$ cat src/rtl/lcd_bus_if.sv
// lcd_bus_if: HD44780-style character-LCD bus (rs, rw, en, data).
// master drives the bus (encryptor side); slave receives it (lcd_bus_receiver).
interface lcd_bus_if;
    logic       disp_rs;
    logic       disp_rw;
    logic       disp_en;
    logic [7:0] disp_data;
    modport master (output disp_rs, disp_rw, disp_en, disp_data);
    modport slave  (input  disp_rs, disp_rw, disp_en, disp_data);
endinterface

$ cat src/rtl/lcd_bus_receiver.sv
// lcd_bus_receiver: decodes enable-strobed LCD bus writes into a 2x16 frame buffer, cursor and display state.
// Ports: clk, rst (async, active-low), bus (lcd_bus_if.slave), frame (char 0 in [255:248]),
// cursor, char_wr/cmd_wr/frame_done pulses, disp_on, incr_mode, busy, sticky err.
// Optional LCD_RX_SYNC_EN: 2-flop input synchronizer, latency 3 instead of 1.
module lcd_bus_receiver #(
    parameter int         BUSY_CYCLES = 16,
    parameter logic [7:0] CLR_CHAR    = 8'h20
) (
    input  logic           clk,
    input  logic           rst,
    lcd_bus_if.slave       bus,
    output logic [255:0]   frame,
    output logic [4:0]     cursor,
    output logic           char_wr,
    output logic           cmd_wr,
    output logic           frame_done,
    output logic           disp_on,
    output logic           incr_mode,
    output logic           busy,
    output logic           err
);
    localparam int CW = $clog2(BUSY_CYCLES + 1);
    typedef enum logic {IDLE, BUSY} state_t;
    state_t        state;
    logic [CW-1:0] cnt;
    logic [10:0]   bus_in;
    logic [10:0]   smp;
    logic          en_prev;
    logic          fall;
    logic          rs_s;
    logic          rw_s;
    logic [7:0]    d;
`ifdef LCD_RX_SYNC_EN
    logic [10:0] sync1;
    logic [10:0] sync2;
    always_ff @(posedge clk or negedge rst) begin
        if (!rst) begin
            sync1 <= '0;
            sync2 <= '0;
        end else begin
            sync1 <= {bus.disp_en, bus.disp_rs, bus.disp_rw, bus.disp_data};
            sync2 <= sync1;
        end
    end
    assign bus_in = sync2;
`else
    assign bus_in = {bus.disp_en, bus.disp_rs, bus.disp_rw, bus.disp_data};
`endif
    // smp is the "current" stage: en, rs, rw and data all come from the same sample
    always_ff @(posedge clk or negedge rst) begin
        if (!rst) begin
            smp     <= '0;
            en_prev <= 1'b0;
        end else begin
            smp     <= bus_in;
            en_prev <= smp[10];
        end
    end
    assign fall = en_prev & ~smp[10];
    assign rs_s = smp[9];
    assign rw_s = smp[8];
    assign d    = smp[7:0];
    assign busy = (state == BUSY);
    always_ff @(posedge clk or negedge rst) begin
        if (!rst) begin
            state      <= IDLE;
            cnt        <= '0;
            frame      <= {32{CLR_CHAR}};
            cursor     <= '0;
            char_wr    <= 1'b0;
            cmd_wr     <= 1'b0;
            frame_done <= 1'b0;
            disp_on    <= 1'b0;
            incr_mode  <= 1'b1;
            err        <= 1'b0;
        end else begin
            char_wr    <= 1'b0;
            cmd_wr     <= 1'b0;
            frame_done <= 1'b0;
            // busy lasts exactly BUSY_CYCLES clocks from entry
            if (state == BUSY) begin
                cnt <= cnt - 1'b1;
                if (cnt == CW'(1))
                    state <= IDLE;
            end
            if (fall && !rw_s) begin
                if (state == BUSY) begin
                    err <= 1'b1;
                end else if (rs_s) begin
                    // char n lives at bits [255-8n -: 8]; ~cursor == 31-cursor
                    frame[{~cursor, 3'b000} +: 8] <= d;
                    char_wr    <= 1'b1;
                    cursor     <= incr_mode ? cursor + 5'd1 : cursor - 5'd1;
                    frame_done <= incr_mode && cursor == 5'd31;
                end else begin
                    cmd_wr <= 1'b1;
                    if (d[7]) begin
                        // DDRAM 0x00-0x0F is line 1, 0x40-0x4F is line 2
                        if (d[5:4] == 2'b00)
                            cursor <= {d[6], d[3:0]};
                        else
                            err <= 1'b1;
                    end else if (d[6:5] == 2'b00) begin
                        if (d[4])
                            cursor <= d[2] ? cursor + 5'd1 : cursor - 5'd1;
                        else if (d[3])
                            disp_on <= d[2];
                        else if (d[2])
                            incr_mode <= d[1];
                        else if (d[1]) begin
                            cursor <= '0;
                            state  <= BUSY;
                            cnt    <= CW'(BUSY_CYCLES);
                        end else if (d[0]) begin
                            frame     <= {32{CLR_CHAR}};
                            cursor    <= '0;
                            incr_mode <= 1'b1;
                            state     <= BUSY;
                            cnt       <= CW'(BUSY_CYCLES);
                        end else
                            err <= 1'b1;
                    end
                end
            end
        end
    end
endmodule
$ cat src/flat_wrapper.sv
// flat-port wrapper written by rule: the top's interface ports become plain ports
module lcd_bus_receiver_flat 
#(
    parameter int         BUSY_CYCLES = 16,
    parameter logic [7:0] CLR_CHAR    = 8'h20
)
  (clk, rst, frame, cursor, char_wr, cmd_wr, frame_done, disp_on, incr_mode, busy, err, bus_disp_rs, bus_disp_rw, bus_disp_en, bus_disp_data);
  lcd_bus_if bus_i ();
  input  logic clk;
  input  logic rst;
  output logic [255:0] frame;
  output logic [4:0] cursor;
  output logic char_wr;
  output logic cmd_wr;
  output logic frame_done;
  output logic disp_on;
  output logic incr_mode;
  output logic busy;
  output logic err;
  input wire logic [$bits(bus_i.disp_rs)-1:0] bus_disp_rs;
  input wire logic [$bits(bus_i.disp_rw)-1:0] bus_disp_rw;
  input wire logic [$bits(bus_i.disp_en)-1:0] bus_disp_en;
  input wire logic [$bits(bus_i.disp_data)-1:0] bus_disp_data;
  assign bus_i.disp_rs = bus_disp_rs;
  assign bus_i.disp_rw = bus_disp_rw;
  assign bus_i.disp_en = bus_disp_en;
  assign bus_i.disp_data = bus_disp_data;
  lcd_bus_receiver #(.BUSY_CYCLES(BUSY_CYCLES), .CLR_CHAR(CLR_CHAR)) u_core (.clk(clk), .rst(rst), .bus(bus_i), .frame(frame), .cursor(cursor), .char_wr(char_wr), .cmd_wr(cmd_wr), .frame_done(frame_done), .disp_on(disp_on), .incr_mode(incr_mode), .busy(busy), .err(err));
endmodule
$ cat config.mk
export PLATFORM = sky130hd
export DESIGN_NAME = lcd_bus_receiver_flat
export DESIGN_NICKNAME = d
export VERILOG_FILES = /design/src/rtl/lcd_bus_if.sv /design/src/rtl/lcd_bus_receiver.sv /design/src/flat_wrapper.sv
export SDC_FILE = /design/constraint.sdc
export NUM_CORES = 1
export LEC_CHECK = 0
export ABC_CLOCK_PERIOD_IN_PS = 3520
export CORE_ASPECT_RATIO = 1.25
export CORE_MARGIN = 5
export CORE_UTILIZATION = 25
export CTS_BUF_LIST = sky130_fd_sc_hd__clkbuf_2
export DETAILED_ROUTE_END_ITERATION = 16
export HOLD_SLACK_MARGIN = 0.02
export PLACE_DENSITY = 0.45
export SLEW_MARGIN = 10
export SYNTH_ARGS = -nofsm -noshare
export SYNTH_HDL_FRONTEND = slang
export SYNTH_SLANG_ARGS = --single-unit
$ cat constraint.sdc
create_clock -name clk -period 3.52 [get_ports clk]
set_input_delay 0.704 -clock clk [delete_from_list [all_inputs] [get_ports clk]]
set_output_delay 0.704 -clock clk [all_outputs]
set_load 0.01 [all_outputs]
==> impl_results.md, run 1 <==
* Starting Density at 0.253
* Power Dens Cells at 586 nW/µm²
* Final Hold Fails at 0
* Yosys Warn Count at 0
* Primary FF master, synth: dfrtp_1
* WS Path Type: reg -> reg
* Post-synth EDFFs at 0
* CTS Sinks at 285
* Synth top area share at 0.528
* Ports at 281
* Sw power at 0.00364 W
* Setup crit start kind: register
* Setup crit start: u_core.cursor[1]
* Switching Share at 0.380
* Clock skew at 75.3 ps
* Global route total overflow at 0
* Gpl congestion at 0.802
* Vias per cell at 4.85
* DRT iter0 DRCs at 477
* Pre-antenna DRT Iters at 5
* Fraction of final layout cells sized beyond drive strength 1 at 0.167
* Post-route cell area at 16,300 µm²
* Clk slew on worst S/H paths at 110 ps
* Total GRT Usage at 0.184
* Clock power share at 0.246
* Synth-to-layout area growth at 36.8%
* Post-DRT Antenna Nets at 0
* CTS tree: done
* Final Instance Count excl. Fillers at 2,029
* Maximum VDD drop at 0.229 mV
* Num CTS Buffers at 81
* Setup Viol. Count Final at 0
* Total die area at 52,300 µm²
* Routed WL per cell at 23.9 µm
* Commonest non-fill, non-tap cell in the layout: clkdlybuf4s50_1
* R2R cell count at 8
* Largest net degree at the start of global routing at 78
* Status: completed
* Initial antenna violation count at 2
* Leak pwr at 7.00 nW
* Cell area after synthesis at 11,900 µm²
* Placed cell count at 1,885
* Final Max Tran Viols at 0
* CP most frequent cell: ha_1
* Setup TNS at 0 ps
* Sequential area share after synthesis at 0.601
* Minimum clock period at 3200 ps
* Syn_nets at 1,026
* Internal power at 0.00593 W
* Core area at 47,200 µm²
* Flop pwr share at 0.426
* CP peak stage delay at 540 ps
* Clock buffer depth at 3
* Area leader, netlist: dfrtp_1
* Die height at 254 µm
* Crit Path Max Fanout at 9
* Ys async rst share at 1.00
* Worst-Margin Slew at 853 ps
* H-Tree Depth at 3
* Maxcap violations at 0
* First-pass GRT wire length at 71.9 mm
* Synth unique cells at 66
* Overall power at 0.00957 W
* Slew HR at 0.426
* R2r startpoint: u_core.cursor[1]
* Detailed placer's ending HPWL at 34.5 mm
* CP endpoint kind: register
* Drt total wl at 48.6 mm
* Filler Cell Count at 4,824
* Worst-path cell chain: ha_1 -> and3_1 -> ha_1 -> nand2b_1 -> a211oi_4 -> a21oi_1 -> or2_0 -> a22o_1
* Slowest cell on crit path: a211oi_4
* Synthesized flop and latch total at 285
* Die X at 205 µm
* I/O Buffers at 280
* RR Endpoint: u_core.frame[210]
* Worst reg-to-reg setup slack at 320 ps
* Final net count at 1,355
* Top cells by area, synth: dfrtp_1 (53%), a22o_1 (10%), dfstp_2 (7.3%)
* Area after DPL at 15,600 µm²
* Worst skew pair latency at 990 ps
* Period utilization at 0.910
* Worst EP arrival at 4050 ps
* Logic pwr share at 0.329
* WP data required at 4360 ps
* Number of remaining DRC errors at 0
* Clock root cell: clkbuf_2
* Vias in the first global route at 10,600
* Hold Path Class: in -> reg
* # rows at 89
* Via count at 9,842
* RSZ-0062 raised after global routing: no
* Mapped Avg Cell Area at 11.9 µm²
* Post-CTS Setup Repair Bufs at 0
* Critical Path Sink: u_core.frame[210]
* Post-Synthesis Cells at 1,006
* F_max at 0.312 GHz
* Highest-count cells in the layout ignoring fill and taps: clkdlybuf4s50_1 (279), dfrtp_1 (252), a22o_1 (140)
==> metrics by stage <==
| stage | hold WS, ps | setup slack (ps) | utilization |
|---|---|---|---|
| final | 218 | 318 | 0.346 |
| after global routing | 60.8 | 138 | 0.346 |
| after CTS | 33.5 | 134 | 0.346 |
| after detailed placement | 407 | 99.2 | 0.331 |
| after global placement | 412 | 220 | 0.331 |
| after floorplan | 384 | 764 | - |
==> routing by layer <==
layer,global-route usage,routed length [µm]
met4,0.0691,1340
met3,0.0444,2740
met1,0.233,20200
met5,0,0
met2,0.307,24300
==> Yosys cell counts (all sizes together), types with 10 or more instances <==
| cell type | count |
|---|---|
| nand3 | 25 |
| o32a | 18 |
| nor2 | 62 |
| mux2i | 38 |
| nand2 | 78 |
| clkbuf | 77 |
| o21ai | 13 |
| or2 | 27 |
| o2bb2ai | 50 |
| a31oi | 17 |
| a21oi | 20 |
| nand4 | 10 |
| a22o | 140 |
| dfstp | 33 |
| buf | 14 |
| a311oi | 12 |
| dfrtp | 252 |
| inv | 19 |
==> how the worst min path moves through the flow <==
stage                                 from        endpoint  slack, ps  cells after the start
after floorplan             u_core.smp[10]  u_core.en_prev        380                      0
after global placement      u_core.smp[10]  u_core.en_prev        410                      0
after CTS                 bus_disp_data[7]   u_core.smp[7]         30                      1
after detailed placement    u_core.smp[10]  u_core.en_prev        410                      0
final                     bus_disp_data[7]   u_core.smp[7]        220                      1
after global routing      bus_disp_data[6]   u_core.smp[6]         60                      1
==> worst max-delay path: cells and delay by family, from the launching register on <==
kind / cells / cell delay (ps)
DFF: 1 / 490
AOI/OAI and AO/OA: 3 / 1060
and+or+nand+nor: 3 / 990
adders and majority gates: 2 / 580
==> cell families (layout without fill, tap and decap cells) <==
group           after synthesis  count (layout)  share of synthesized area
simple gates                248             248                      0.102
other cells                   0               2                          0
flops                       285             285                      0.601
fa+ha+maj                     7               7                    0.00733
buf+inv                     111             495                     0.0375
mux                          39              39                     0.0328
xor+xnor                      9               9                    0.00660
compound gates              307             307                      0.213
==> state kept, by name, indices dropped and copies added (netlist names) <==
name,count
u_core.frame_done,1
u_core.disp_on,1
u_core.char_wr,1
u_core.en_prev,1
u_core.smp,11
u_core.cnt,5
u_core.busy,1
u_core.cmd_wr,1
u_core.err,1
u_core.cursor,5
u_core.incr_mode,1
u_core.frame,256
==> area by class of cell <==
type / instances / area (µm²) / share of cell area
Tap cell: 637 / 797 / 0.0488
Clock buffer: 121 / 606 / 0.0371
Multi-Input combinational cell: 610 / 4340 / 0.265
Inverter: 20 / 75.1 / 0.00459
Sequential cell: 285 / 7170 / 0.439
Clock inverter: 17 / 67.6 / 0.00413
Antenna cell: 2 / 5.00 / 0.000306
Timing Repair Buffer: 337 / 3280 / 0.201
==> power by group through the flow <==
stage	clock, W	combinational [W]	sequential [W]
CTS	0.00249	0.00318	0.00409
detailed placement	0	0.00317	0.00415
global placement	0	0.00315	0.00416
global route	0.00265	0.00338	0.00413
finish	0.00235	0.00314	0.00407
floorplan	0	0.00133	0.00419
==> what timing repair did <==
item,CTS,global route
hold endpoints to repair,72,0
gates resized for setup,0,1
setup endpoints to repair,0,36
hold buffers,4,0
No activity file was read; power rests on OpenSTA's default activity.
==> run 2: changes to the inputs <==
ABC_CLOCK_PERIOD_IN_PS = 3600   (was 3520)
CTS_CLUSTER_SIZE = 25   (was not set)
clock period = 3.6 ns   (was 3.52 ns; I/O delays follow)
==> run 2 against run 1 <==
Final area grew 0.77%. Sequential share of layout area shrank 0.34 points. Wire length grew 1.6%. Sequential cell count is the same. Power shrank 0.28%. First-iteration DRC count grew 13%. Setup slack gained 72 ps. Critical path type unchanged.
==> impl_results.md, run 2 (synthesis results as in run 1) <==
* Status: completed
* Cell depth of the worst setup path at 8
* CTS Sinks at 285
* Hold slack at 204 ps
* RSZ-0062 raised after global routing: no
* Filler Cell Count at 4,772
* CP endpoint kind: register
* Setup crit start kind: register
* Slowest cell on crit path: a211oi_2
* Worst reg-to-reg setup slack at 390 ps
* Highest-count cells in the layout ignoring fill and taps: clkdlybuf4s50_1 (279), dfrtp_1 (252), a22o_1 (140)
* Minimum clock period at 3210 ps
* Total die area at 52,300 µm²
* CP most frequent cell: ha_1
* Post-DRT Antenna Nets at 0
* Power Dens Cells at 579 nW/µm²
* Pre-antenna DRT Iters at 4
* Number of remaining DRC errors at 0
* # rows at 89
* Setup TNS at 0 ps
* Ports at 281
* Hold Path Class: in -> reg
* Detailed placer's ending HPWL at 34.7 mm
* Core area at 47,200 µm²
* Routed WL per cell at 24.2 µm
* Final Max Tran Viols at 0
* Starting Density at 0.253
* Drt total wl at 49.4 mm
* Setup Viol. Count Final at 0
* Period utilization at 0.892
* Worst-Margin Slew at 847 ps
* Num CTS Buffers at 80
* Die X at 205 µm
* CTS tree: done
* Top cell family by delay on the critical path: compound AO/OA/AOI/OAI gates
* R2R cell count at 8
* Worst EP arrival at 4040 ps
* Maxcap violations at 0
* Final WS setup at 390 ps
* Leak pwr at 7.05 nW
* Largest net degree at the start of global routing at 86
* Global route total overflow at 0
* Die height at 254 µm
* Place WS at 409 ps
* Worst path bufs/invs at 0
* Clock buffer depth at 3
* H-Tree Depth at 3
* Initial antenna violation count at 1
* WP data required at 4430 ps
* Final net count at 1,361
* WS Path Type: reg -> reg
* Synth-to-layout area growth at 37.9%
* Crit Path Max Fanout at 9
* Vias in the first global route at 10,700
* DRT iter0 DRCs at 539
* Max FFs per register at 256
* Commonest non-fill, non-tap cell in the layout: clkdlybuf4s50_1
* Largest regs: u_core.frame (256), u_core.smp (11)
* Clk slew on worst S/H paths at 100 ps
* Clock root cell: clkbuf_2
* Total GRT Usage at 0.187
* I/O Buffers at 280
* Clock skew at 75.7 ps
* Slew HR at 0.430
* Fraction of final layout cells sized beyond drive strength 1 at 0.170
* RR Endpoint: u_core.frame[140]
* Setup crit start: u_core.cursor[0]
* Worst skew pair latency at 1000 ps
* Vias per cell at 4.85
* Final Hold Fails at 0
* Maximum VDD drop at 0.256 mV
* Largest Register: u_core.frame
* Via count at 9,903
* Post-CTS Setup Repair Bufs at 0
* Worst-path cell chain: ha_1 -> and3_1 -> ha_1 -> nand2b_1 -> a211oi_2 -> a21oi_1 -> or2_0 -> a22o_1
* First-pass GRT wire length at 72.8 mm
* CP peak stage delay at 500 ps
* R2r startpoint: u_core.cursor[0]
* Critical Path Sink: u_core.frame[140]
* F_max at 0.311 GHz
* Gpl congestion at 0.807
## run 2: cell types whose count changed in the layout (fill, tap and decap cells not counted), sizes merged
cell / change
dlygate4sd3: +4
inv: -2
buf: +3
clkinv: +1
clkbuf: +1
clkinvlp: +2
diode: +3
bufinv: +2
## run 2: how the worst min path moves through the flow
| stage | start | to | slack, ps | depth (start not counted) |
|---|---|---|---|---|
| after floorplan | u_core.smp[10] | u_core.en_prev | 380 | 0 |
| after global placement | u_core.smp[10] | u_core.en_prev | 410 | 0 |
| after detailed placement | u_core.smp[10] | u_core.en_prev | 410 | 0 |
| after CTS | bus_disp_rw | u_core.smp[8] | 20 | 1 |
| after global routing | bus_disp_data[3] | u_core.smp[3] | 80 | 1 |
| final | bus_disp_rw | u_core.smp[8] | 200 | 1 |
## run 2: layer usage
| layer | vias up | part of all wire | GRT usage | routed length [µm] |
|---|---|---|---|---|
| met1 | 5049 | 0.42 | 0.233 | 20700 |
| li1 | 4467 | - | - | - |
| met4 | 0 | 0.026 | 0.0726 | 1280 |
| met3 | 67 | 0.054 | 0.0459 | 2660 |
| met2 | 320 | 0.50 | 0.312 | 24700 |
| met5 | - | 0 | 0 | 0 |
## run 2: final cells by class
cell class	instances	area, µm²	area share
clock buffers	122	611	0.0371
multi-input cells	610	4330	0.263
repair buffers	344	3330	0.202
diodes	5	12.5	0.000760
clock inverters	20	139	0.00843
inverters	20	75.1	0.00456
well taps	637	797	0.0484
flip-flops and latches	285	7170	0.436
## run 2: power by group
group	internal, W	switching (W)	total, W	leakage (nW)
combinational	0.00124	0.00183	0.00307	2.68
sequential	0.00366	0.000327	0.00399	3.80
clock	0.00104	0.00145	0.00249	0.570
## run 2: per-stage QoR
step                      utilization  std cells  cell area [µm²]  power [W]
final                           0.349       2043            16500    0.00954
after global routing            0.349       2040            16500     0.0101
after CTS                       0.349       2038            16500    0.00973
after detailed placement        0.331       1888            15600    0.00715
after global placement          0.331       1888            15600    0.00715
after floorplan                     -       1006            11900    0.00539
## run 2: timing repair
item	CTS	global route
setup endpoints to repair	0	0
endpoints found under the hold margin	252	0
resized for setup	0	0
hold buffers	8	0
## run 2: worst register-to-register path, delay by kind of cell (launching register included)
| family | cells | cell delay (ps) |
|---|---|---|
| simple gates | 3 | 940 |
| flops | 1 | 400 |
| compound gates | 3 | 1070 |
| fa+ha+maj | 2 | 690 |
==> run 3: changes to the inputs <==
GPL_TIMING_DRIVEN = 0   (was not set)
SLEW_MARGIN = 20   (was 10)
==> run 3 against run 2 <==
Sequential cell count unchanged. Power increased by 1.8%. Final area is 1.1% higher. Clock skew rose by 33 ps. Clock-buffer cell count decreased by 9. Wire length up 0.24%.
==> impl_results.md, run 3 (synthesis results as in run 1) <==
* DRT iter0 DRCs at 502
* Overall power at 0.00972 W
* F_max at 0.300 GHz
* Worst EP arrival at 4310 ps
* Placed cell count at 1,927
* Worst reg-to-reg setup slack at 270 ps
* Setup TNS at 0 ps
* Internal power at 0.00604 W
* M2 GR Usage at 0.309
* Num CTS Buffers at 79
* Vias in the first global route at 10,800
* Clk slew on worst S/H paths at 100 ps
* WP data required at 4580 ps
* Final Hold Fails at 0
* Largest net degree at the start of global routing at 93
* Switching Share at 0.379
* Routed WL per cell at 23.8 µm
* Pre-antenna DRT Iters at 7
* Vias per cell at 4.86
* RSZ-0062 raised after global routing: no
* Final Max Tran Viols at 0
* I/O Buffers at 280
* Final Instance Count excl. Fillers at 2,078
* CTS tree: done
* Maxcap violations at 0
* Largest regs: u_core.frame (256), u_core.smp (11)
* First-pass GRT wire length at 73.0 mm
* Area after DPL at 15,700 µm²
* Clock root cell: clkbuf_2
* Detailed placer's ending HPWL at 35.4 mm
* Number of remaining DRC errors at 0
* Slew HR at 0.239
* Total die area at 52,300 µm²
* Via count at 10,100
* Hold Path Class: in -> reg
* Final net count at 1,404
* Commonest non-fill, non-tap cell in the layout: clkdlybuf4s50_1
* Max FFs per register at 256
* Setup crit start: u_core.cursor[1]
* Core area at 47,200 µm²
* # rows at 89
* Period utilization at 0.925
* Clock power share at 0.277
* Ports at 281
* Worst skew pair latency at 1060 ps
* Crit Path Max Fanout at 9
* Starting Density at 0.253
* Fraction of final layout cells sized beyond drive strength 1 at 0.140
* R2r startpoint: u_core.cursor[1]
* Maximum VDD drop at 0.194 mV
* CTS Sinks at 285
* Initial antenna violation count at 1
* Synth-to-layout area growth at 39.4%
* Global Route met1 Usage at 0.231
* Setup Viol. Count Final at 0
* Minimum clock period at 3330 ps
* Power Dens Cells at 583 nW/µm²
* R2R cell count at 9
* CP endpoint kind: register
* Status: completed
* Die height at 254 µm
* Leak pwr at 7.00 nW
* Largest Register: u_core.frame
* H-Tree Depth at 3
* Post-route cell area at 16,700 µm²
* Clock skew at 108 ps
* Clock buffer depth at 3
* RR Endpoint: u_core.frame[73]
* Post-layout util at 0.353
* Flop pwr share at 0.409
* Gpl congestion at 0.832
* Post-DRT Antenna Nets at 0
* Total GRT Usage at 0.187
* GR peak layer: met2
* Highest-count cells in the layout ignoring fill and taps: clkdlybuf4s50_1 (279), dfrtp_1 (252), a22o_1 (140)
* Sw power at 0.00368 W
* Worst-Margin Slew at 1140 ps
* Critical Path Sink: u_core.frame[73]
* Logic pwr share at 0.315
* WS Path Type: reg -> reg
* Global route total overflow at 0
* Drt total wl at 49.5 mm
* Met3 Usage GRT at 0.0525
* Die X at 205 µm
* Setup crit start kind: register
[run 3: changes by cell type in the layout (fill, tap and decap cells not counted), moves of 3 or more]
cell	previous run	this run
bufinv_16	2	5
diode_2	5	2
clkbuf_2	122	114
buf_16	0	3
clkbuf_1	0	75
buf_2	0	10
buf_4	54	3
a211oi_1	4	1
[run 3: worst min path at each step]
stage / cells after the start / endpoint / slack, ps / from
2_1_floorplan: 0 / u_core.en_prev / 380 / u_core.smp[10]
3_3_place_gp: 0 / u_core.en_prev / 420 / u_core.smp[10]
3_5_place_dp: 0 / u_core.en_prev / 410 / u_core.smp[10]
4_1_cts: 1 / u_core.smp[10] / 50 / bus_disp_en
5_1_grt: 1 / u_core.smp[10] / 100 / bus_disp_en
6_report: 1 / u_core.smp[8] / 220 / bus_disp_rw
[run 3: critical path: stages (launching register included)]
cell and delay, ps:
dfrtp_1 510, ha_2 340, and3_1 170, clkbuf_1 300
ha_1 340, inv_1 120, a21oi_2 440, nand4_1 470
nor2_1 440, a22o_1 200
[run 3: cell type report]
type                            count  area, µm²
Fill cell                        4800      30600
Clock buffer                      113        566
Multi-Input combinational cell    610       4380
Inverter                           20       75.1
Sequential cell                   285       7170
Buffer                             91        374
Clock inverter                     23        234
Antenna cell                        2       5.00
Tap cell                          637        797
Timing Repair Buffer              297       3050
[run 3: timing repair]
| item | CTS | global route |
|---|---|---|
| resized for setup | 3 | 7 |
| endpoints found under the setup margin | 121 | 213 |
| pin swaps | 0 | 2 |
| hold buffers | 11 | 0 |
| buffers inserted | 0 | 2 |
| endpoints found under the hold margin | 172 | 0 |
[run 3: routing by layer]
layer,vias up,share of wire
met3,87,0.060
met4,0,0.033
met1,5109,0.41
met2,341,0.49
li1,4556,-
met5,-,0
[run 3: power groups by stage]
stage	clock (W)	sequential [W]	combinational, W
after floorplan	0	0.00410	0.00130
after CTS	0.00280	0.00398	0.00310
final	0.00269	0.00397	0.00306
after detailed placement	0	0.00404	0.00306
after global routing	0.00297	0.00402	0.00330
after global placement	0	0.00405	0.00302
[run 3: per-stage QoR]
stage	setup WS [ps]	hold slack, ps
final	269	216
after global placement	-11130	425
after detailed placement	-309	409
after CTS	54.3	49.2
after global routing	7.68	99.6
after floorplan	844	384
